$ cat config.mk
export PLATFORM = sky130hd
export DESIGN_NAME = prog_spi_master
export DESIGN_NICKNAME = d
export VERILOG_FILES = /design/src/rtl/prog_pkg.sv /design/src/rtl/prog_tick_div.sv /design/src/rtl/prog_spi_master.sv
export SDC_FILE = /design/constraint.sdc
export NUM_CORES = 1
export LEC_CHECK = 0
export CELL_PAD_IN_SITES_DETAIL_PLACEMENT = 1
export CELL_PAD_IN_SITES_GLOBAL_PLACEMENT = 2
export CORE_MARGIN = 4
export CORE_UTILIZATION = 27
export DETAILED_ROUTE_END_ITERATION = 7
export HOLD_SLACK_MARGIN = 0.05
export PLACE_DENSITY_LB_ADDON = 0.1
export SLEW_MARGIN = 25
export SYNTH_ARGS = -nofsm -noshare
export SYNTH_HDL_FRONTEND = slang
export SYNTH_HIERARCHICAL = 1
export SYNTH_SLANG_ARGS = --single-unit
$ cat constraint.sdc
create_clock -name clk -period 1.7 [get_ports clk]
set_input_delay 0.17 -clock clk [delete_from_list [all_inputs] [get_ports clk]]
set_output_delay 0.17 -clock clk [all_outputs]
set_load 0.02 [all_outputs]
$ cat src/rtl/prog_pkg.sv
// Shared types and configuration-word layout for the SPI programming master.
// prog_word is built from the field offsets and widths below.
`timescale 1ns/1ps
package prog_pkg;

  localparam int NUM_BITS = 104;

  typedef enum logic [2:0] {
    IDLE,
    SETUP,
    HIGH,
    LOW,
    HOLD,
    LATCH,
    DRST,
    DRST_REC
  } prog_state_t;

  // Layout of the configuration word; bit 0 is the first bit on the wire.
  localparam int GTHDR_OFF       = 0;
  localparam int GTHDR_W         = 4;
  localparam int ATHHI_OFF       = 4;
  localparam int ATHHI_W         = 9;
  localparam int ATHLO_OFF       = 13;
  localparam int ATHLO_W         = 9;
  localparam int DLL_DAC_OFF     = 22;
  localparam int DLL_DAC_W       = 5;
  localparam int BIAS_TRIM_OFF   = 27;
  localparam int BIAS_TRIM_W     = 8;
  localparam int CH_MASK_OFF     = 35;
  localparam int CH_MASK_W       = 64;
  localparam int TEST_SEL_OFF    = 99;
  localparam int TEST_SEL_W      = 4;
  localparam int CLK_OUT_SEL_OFF = 103;
  localparam int CLK_OUT_SEL_W   = 1;

  function automatic logic [NUM_BITS-1:0] set_field(
    input logic [NUM_BITS-1:0] word,
    input int                  off,
    input int                  width,
    input logic [NUM_BITS-1:0] value
  );
    logic [NUM_BITS-1:0] mask;
    mask = ({NUM_BITS{1'b1}} >> (NUM_BITS - width)) << off;
    return (word & ~mask) | ((value << off) & mask);
  endfunction

endpackage

$ cat src/rtl/prog_tick_div.sv
// Half-period divider: one-cycle tick every CLK_DIV clocks.
// restart realigns the count so each state lasts exactly CLK_DIV cycles.
`timescale 1ns/1ps
module prog_tick_div #(
  parameter int CLK_DIV = 4
) (
  input  logic clk,
  input  logic reset,
  input  logic restart,
  output logic tick
);

  localparam int CW = $clog2(CLK_DIV + 1);
  localparam logic [CW-1:0] LAST = CW'(CLK_DIV - 1);

  logic [CW-1:0] count;

  always_ff @(posedge clk) begin
    if (reset || restart || count == LAST) begin
      count <= '0;
    end else begin
      count <= count + 1'b1;
    end
  end

  assign tick = (count == LAST);

endmodule

$ cat src/rtl/prog_spi_master.sv
// Mode-00 SPI frame generator for the configuration shift register, LSB first.
// Optional digital-reset pulse (SCLK high with CS high) enabled by PROG_DRESET_EN.
`timescale 1ns/1ps
module prog_spi_master #(
  parameter int NUM_BITS      = prog_pkg::NUM_BITS,
  parameter int CLK_DIV       = 4
`ifdef PROG_DRESET_EN
  ,
  parameter int DRESET_CYCLES = 8
`endif
) (
  input  logic                clk,
  input  logic                reset,
  input  logic                start,
  input  logic [NUM_BITS-1:0] prog_word,
`ifdef PROG_DRESET_EN
  input  logic                dreset_req,
`endif
  output logic                busy,
  output logic                done,
  output logic                SDI,
  output logic                SCLK,
  output logic                CS
);

  import prog_pkg::*;

  localparam int BW = $clog2(NUM_BITS + 1);
  localparam logic [BW-1:0] LAST_BIT = BW'(NUM_BITS);

  prog_state_t         state;
  prog_state_t         next_state;
  logic [NUM_BITS-1:0] shadow;
  logic [BW-1:0]       bit_cnt;
  logic                tick;
  logic                restart;
  logic                sdi_next;
  logic                sclk_next;
  logic                cs_next;

`ifdef PROG_DRESET_EN
  localparam int DW = $clog2(DRESET_CYCLES + 1);
  logic [DW-1:0] drst_cnt;
  logic          drst_last;

  always_ff @(posedge clk) begin
    if (reset || state != DRST) begin
      drst_cnt <= '0;
    end else begin
      drst_cnt <= drst_cnt + 1'b1;
    end
  end

  assign drst_last = (drst_cnt == DW'(DRESET_CYCLES - 1));
`endif

  assign restart = (state == IDLE) || (next_state != state);

  prog_tick_div #(.CLK_DIV(CLK_DIV)) u_tick_div (
    .clk     (clk),
    .reset   (reset),
    .restart (restart),
    .tick    (tick)
  );

  always_comb begin
    next_state = state;
    case (state)
      IDLE: begin
        if (start) begin
          next_state = SETUP;
        end
`ifdef PROG_DRESET_EN
        else if (dreset_req) begin
          next_state = DRST;
        end
`endif
      end
      SETUP:    if (tick) next_state = HIGH;
      HIGH:     if (tick) next_state = (bit_cnt == LAST_BIT) ? HOLD : LOW;
      LOW:      if (tick) next_state = HIGH;
      HOLD:     if (tick) next_state = LATCH;
      LATCH:    if (tick) next_state = IDLE;
`ifdef PROG_DRESET_EN
      DRST:     if (drst_last) next_state = DRST_REC;
      DRST_REC: if (tick) next_state = IDLE;
`else
      DRST:     next_state = IDLE;
      DRST_REC: next_state = IDLE;
`endif
      default:  next_state = IDLE;
    endcase
  end

  // Pin values are decoded from next_state and registered, so CS/SCLK/SDI are pure flops.
  always_comb begin
    sdi_next  = 1'b0;
    sclk_next = 1'b0;
    cs_next   = 1'b0;
    case (next_state)
      IDLE:     cs_next = 1'b1;
      SETUP:    sdi_next = (state == IDLE) ? prog_word[0] : SDI;
      HIGH: begin
        sclk_next = 1'b1;
        sdi_next  = SDI;
      end
      LOW:      sdi_next = (state == HIGH) ? shadow[0] : SDI;
      HOLD:     sdi_next = 1'b0;
      LATCH:    cs_next = 1'b1;
      DRST: begin
        cs_next   = 1'b1;
        sclk_next = 1'b1;
      end
      DRST_REC: cs_next = 1'b1;
      default:  cs_next = 1'b1;
    endcase
  end

  always_ff @(posedge clk) begin
    if (reset) begin
      state   <= IDLE;
      shadow  <= '0;
      bit_cnt <= '0;
      SDI     <= 1'b0;
      SCLK    <= 1'b0;
      CS      <= 1'b1;
      busy    <= 1'b0;
      done    <= 1'b0;
    end else begin
      state <= next_state;
      SDI   <= sdi_next;
      SCLK  <= sclk_next;
      CS    <= cs_next;
      busy  <= (next_state != IDLE);
      done  <= (next_state == IDLE) && (state == LATCH || state == DRST_REC);
      // shadow holds the bits not yet driven; bit 0 goes straight to SDI at accept.
      if (state == IDLE && next_state == SETUP) begin
        shadow  <= {1'b0, prog_word[NUM_BITS-1:1]};
        bit_cnt <= '0;
      end else begin
        if (state == HIGH && next_state == LOW) begin
          shadow <= shadow >> 1;
        end
        if (next_state == HIGH && state != HIGH) begin
          bit_cnt <= bit_cnt + 1'b1;
        end
      end
    end
  end

endmodule

* Word level (Yosys, flattened, before mapping) *
Cells that the tools add are included.

cells by class
  reduce and logical (&&, ||, !) cells = 18
  shift operators = 0
  order comparisons = 0
  multipliers = 0
  bitwise operators = 1
  div/mod/pow operators = 0
  equality and inequality tests = 19
  mux-type cells = 14
  $add $sub $neg = 2

operator list
  cell                 number
  $mux 103             2
  $eq 3x3->1 const B   7
  $mux 3               6
  $pmux 3 s6           1
  $eq 3x2->1 const B   5
  $reduce_or 2->1      4
  $add 7x1->7 const B  1
  $eq 7x7->1 const B   1
  $eq 3x1->1 const B   2
  $logic_not 3->1      2
  $logic_and 1x1->1    4
  $logic_or 1x1->1     4
  $mux 1               4
  $ne 2x2->1 const B   2
  $reduce_or 4->1      1
  $add 3x1->3 const B  1
  $ne 3x2->1 const B   1
  $ne 3x3->1           1
  $pmux 1 s3           1
  $reduce_and 3->1     1
  $reduce_bool 3->1    1
  $reduce_bool 2->1    1
  $not 1->1            1

word-level totals
  logic and storage cells = 63
  output and inout bits = 5
  ROM bits = 0
  memory bits (writable) = 0
  bits in latches = 0
  bits in registers = 121
  memories = 0

* Depth between registers and ports, before layout *
  depth after elaboration = 8
  mapped depth = 8
  mapped depth without buffers = 6

* By module *
Netlist, hierarchy kept.

by module, submodules not included
  module           cells an instance  area each (µm²)  instances
  prog_spi_master  610                5127.4           1
  prog_tick_div    9                  116.4            1

* Worst setup path after synthesis *
OpenSTA, ideal clock, no wires.

  kind = register -> register
  from = register u_tick_div.count[0]
  to = register SDI
  cell stages (with the launch flop) = 8
  setup time = 117 ps
  data arrival time = 1745 ps
  period minus slack after synthesis = 1862 ps
  path slack = -162 ps
  path buffers = 1
  path through = dfxtp_1 > ha_1 > ha_1 > buf_2 > nor4bb_1 > nor3_1 > nand3_1 > a32o_1

between the ends
  longest elaborated chain between the ends = 6
  elaborated cells on any way between the ends = 14
  those cells by class = 6 x eq/ne; 6 x mux; 1 x bitwise; 1 x reduce/logical

ends and longest elaborated chain
  element                                                   RTL line                RTL
  from (decl)                                               prog_tick_div.sv:16     logic [CW-1:0] count;
  from (signal assigned)                                    prog_tick_div.sv:22     count <= count + 1'b1;
  $eq 3x2->1 *                                              prog_tick_div.sv:26     assign tick = (count == LAST);
  named net tick                                            prog_spi_master.sv:35   logic tick;
  $mux 3 (on tied branches)                                 n/a
  $pmux 3 s6 *                                              prog_spi_master.sv:68   case (state)
  $eq 3x2->1 or $eq 3x1->1 (tied branches)                  prog_spi_master.sv:100  case (next_state)
  $ne 2x2->1 (no source line) or $not 1->1 (tied branches)  n/a
  $reduce_and 3->1 (no source line)                         n/a
  to (signal assigned)                                      prog_spi_master.sv:131  SDI <= sdi_next;
  to (decl)                                                 prog_spi_master.sv:21   output logic SDI,

The timed path passes the listed nets; every way through them passes the cells marked *.
A chain may end at the register's enable or synchronous reset.

* Worst setup path after layout *
  from = register u_tick_div.count[0]
  to = register shadow[47]

between the ends
  longest elaborated chain between the ends = 6
  elaborated cells on any way between the ends = 12
  those cells by class = 3 x eq/ne; 6 x mux; 3 x reduce/logical

ends and longest elaborated chain
  element                                        RTL line                                        RTL
  $eq 3x2->1 *                                   prog_tick_div.sv:26
  named net tick                                 prog_spi_master.sv:35
  $mux 3 (on tied branches)                      n/a
  $pmux 3 s6 *                                   prog_spi_master.sv:68
  $eq 3x1->1 or $eq 3x2->1 (tied branches)       prog_spi_master.sv:137, prog_spi_master.sv:141
  $logic_and 1x1->1 (on tied branches)           prog_spi_master.sv:137, prog_spi_master.sv:141
  $mux 103 or $reduce_bool 2->1 (tied branches)  n/a
  to (signal assigned)                           prog_spi_master.sv:138                          shadow <= {1'b0, prog_word[NUM_BITS-1:1]};
  to (signal assigned)                           prog_spi_master.sv:142                          shadow <= shadow >> 1;
  to (decl)                                      prog_spi_master.sv:33                           logic [NUM_BITS-1:0] shadow;

Marked as above.

==> impl_metrics.env <==
export IMPL_status="complete, but fails checks"
export IMPL_violations="negative setup slack"
export IMPL_syn_inst=619
export IMPL_cp_startpoint="u_tick_div/count[0]"
export IMPL_r2r_slack_ns=-0.15
export IMPL_synth_nets=730
export IMPL_die_w_um=147
export IMPL_synth_distinct_cells=42
export IMPL_cp_end_kind="flop"
export IMPL_dp_cells=968
export IMPL_worstSetupPathType="reg2reg"
export IMPL_cts_tree="done"
export IMPL_vias_per_cell=5.13
export IMPL_cpMostUsedCell="ha_4"
export IMPL_cp_depth=8
export IMPL_whs_ns=0.134
export IMPL_vdd_ir_drop_max_mv=0.702
export IMPL_r2r_start="u_tick_div/count[0]"
export IMPL_p_leak_nw=2.83
export IMPL_setup_tns_ns=-10.43
export IMPL_synth_fa_ha_area_frac=0.00954
export IMPL_yosys_warnings=6
export IMPL_cp_cell_sequence="ha_4 > ha_4 > nand4b_4 > o2111ai_4 > buf_6 > clkbuf_16 > nand2_1 > a311oi_1"
export IMPL_placed_cell_area_um2=6870
export IMPL_final_util=0.440
export IMPL_seq_area_frac_synth=0.462
export IMPL_cts_root_buf="clkbuf_16"
export IMPL_cp_slowest_cell="dfxtp_2"
export IMPL_synth_edf_count=0
export IMPL_die_area_um2=21700
export IMPL_fillCellCount=2103
export IMPL_cp_data_required_time_ns=2.03
export IMPL_antenna_diode_count=0
export IMPL_final_area_um2=8320
export IMPL_final_common_cell="dfxtp_1"
export IMPL_htree_num_levels=4
export IMPL_clock_sinks=121
export IMPL_wl_um=17800
export IMPL_clock_latency_ns=0.42
export IMPL_clock_skew_ns=0.00821
export IMPL_area_growth_pct=58.7
export IMPL_timing_final_crit_share=1.09
export IMPL_async_reset_ff_frac=0
export IMPL_drt_iter0_drc=230
export IMPL_critPathMaxStageDelay_ns=0.35
export IMPL_setup_viol=105
export IMPL_final_cells=1019
export IMPL_detail_route_antenna_nets=0
export IMPL_row_count=50
export IMPL_grt_remaining_overflow=0
export IMPL_cp_num_buf_inv=2
export IMPL_clock_path_buffers=2
export IMPL_synth_mux_area_frac=0.00382
export IMPL_post_route_drc_count=0
export IMPL_clk_pin_slew_ns=0.06
export IMPL_syn_area_per_cell_um2=8.47
export IMPL_grt_usage=0.158
export IMPL_port_buffers=111
export IMPL_rsz0062_at_grt="true"
export IMPL_cp_top_family="compound AO/OA/AOI/OAI gates"
export IMPL_hold_class="in2reg"
export IMPL_layout_common_cells="dfxtp_1, clkdlybuf4s50_1, nand2_1, nor2_1, nand3_1"
export IMPL_arrival_ns=2.18
export IMPL_hpwl_um=10800
export IMPL_drt_pass1_iterations=4
export IMPL_cp_start_kind="flop"
export IMPL_cts_buffers=17
export IMPL_ios=112
export IMPL_synth_seq_cells=121
export IMPL_synth_xor_area_frac=0.0100
export IMPL_worst_slack_ns=-0.152
export IMPL_nNetsFinal=857
export IMPL_antenna_found_initial=1
export IMPL_worst_slew_pin_slew_ns=0.442
export IMPL_fp_dieH_um=147
export IMPL_drive_gt1_frac=0.266
export IMPL_yosys_area_share_simple=0.218
export IMPL_core_area_um2=18900
export IMPL_drv_slew=0
export IMPL_cp_max_fo=5
export IMPL_grt_max_degree=94
export IMPL_hold_viol=0
export IMPL_mappedNetlistArea_um2=5240
export IMPL_timing_fmax_mhz=540
export IMPL_grt_pass1_wl_um=27800
export IMPL_place_gp_congestion=0.786
export IMPL_ctsHoldBuffers=0
export IMPL_period_needed_ns=1.85
export IMPL_synth_ff_type="dfxtp_1"
export IMPL_start_util=0.278
export IMPL_grt_pass1_vias=5332
export IMPL_synth_compound_area_frac=0.230
export IMPL_critPathCapture="shadow[47]"
export IMPL_r2r_end="shadow[47]"
export IMPL_slew_headroom=0.705
export IMPL_powerDensity_nw_per_um2=927
export IMPL_synth_top_family_by_area="compound AO/OA/AOI/OAI gates"
export IMPL_wire_per_inst_um=17.5
export IMPL_ff_latch_area_um2=2430
export IMPL_multi_input_area_um2=3000
export IMPL_rr_worst_depth=8
export IMPL_max_cap_viol_count=0
export IMPL_vias=5223
==> how the worst min path moves through the flow <==
stage	end	cells past startpoint	slack, ns	from
6_report	state[1]	2	0.13	reset
3_5_place_dp	u_tick_div/count[0]	1	0.43	u_tick_div/count[0]
2_1_floorplan	u_tick_div/count[1]	1	0.24	reset
4_1_cts	state[1]	2	0.11	reset
5_1_grt	state[1]	2	0.13	reset
3_3_place_gp	u_tick_div/count[0]	1	0.42	u_tick_div/count[0]
==> repair_timing <==
item / in CTS / in global routing
pin swaps: 30 / 50
gates cloned: 5 / 8
resized for setup: 45 / 77
setup buffers: 8 / 1
hold endpoints to repair: 0 / 0
endpoints found under the setup margin: 107 / 113
==> layer usage <==
layer | up-vias | routed length, um | track usage
met1 | 2571 | 8300 | 0.206
met5 | - | 13 | 0
met4 | 2 | 334 | 0.0573
met3 | 28 | 817 | 0.0487
li1 | 2514 | - | -
met2 | 108 | 8350 | 0.248
==> Yosys cell counts (3+ instances only) <==
master      n  area [um^2]
dfxtp_1   121         2420
nor4_1      3         18.8
ha_1        4         50.1
buf_6       3         33.8
nand4_1     4         25.0
nor2_1     62          233
inv_1       6         22.5
buf_4       8         60.1
nand2_1   106          398
nand3_1    54          270
a22oi_1    51          383
xor2_1      5         43.8
buf_2      33          165
a21oi_1    55          275
clkbuf_1   18         67.6
a311oi_1   51          447
nor3b_1     3         22.5
==> cell type report <==
class                           instances  area share
Inverter                                6     0.00271
Timing Repair Buffer                  170       0.237
Tap cell                              260      0.0391
Clock buffer                           17      0.0511
Sequential cell                       121       0.292
Multi-Input combinational cell        430       0.361
Clock inverter                         15      0.0185
==> sequential cells by signal, indices dropped and copies added (netlist names) <==
name / cells
CS: 1
bit_cnt: 7
state: 3
done: 1
shadow: 103
SCLK: 1
u_tick_div/count: 3
busy: 1
SDI: 1
==> power by group <==
group / total (mW) / internal (mW) / switching, mW / leakage [nW]
clock: 3.54 / 2.15 / 1.39 / 0.263
sequential: 3.17 / 3.04 / 0.126 / 0.997
combinational: 1.01 / 0.531 / 0.479 / 1.57
==> per-stage QoR <==
stage               total power, mW  worst slack, ns
floorplan                      3.63          0.00237
global placement               4.06          -0.0908
detailed placement             4.09           -0.180
CTS                            7.71           -0.156
global route                   8.04           -0.276
finish                         7.71           -0.152
==> kinds of logic after synthesis <==
kind of cell	count (synthesis)
mux	2
simple gates	250
flops	121
fa+ha+maj	4
xor+xnor	6
compound gates	168
buf+inv	68
Note: power is estimated with default switching activity, not from simulation.
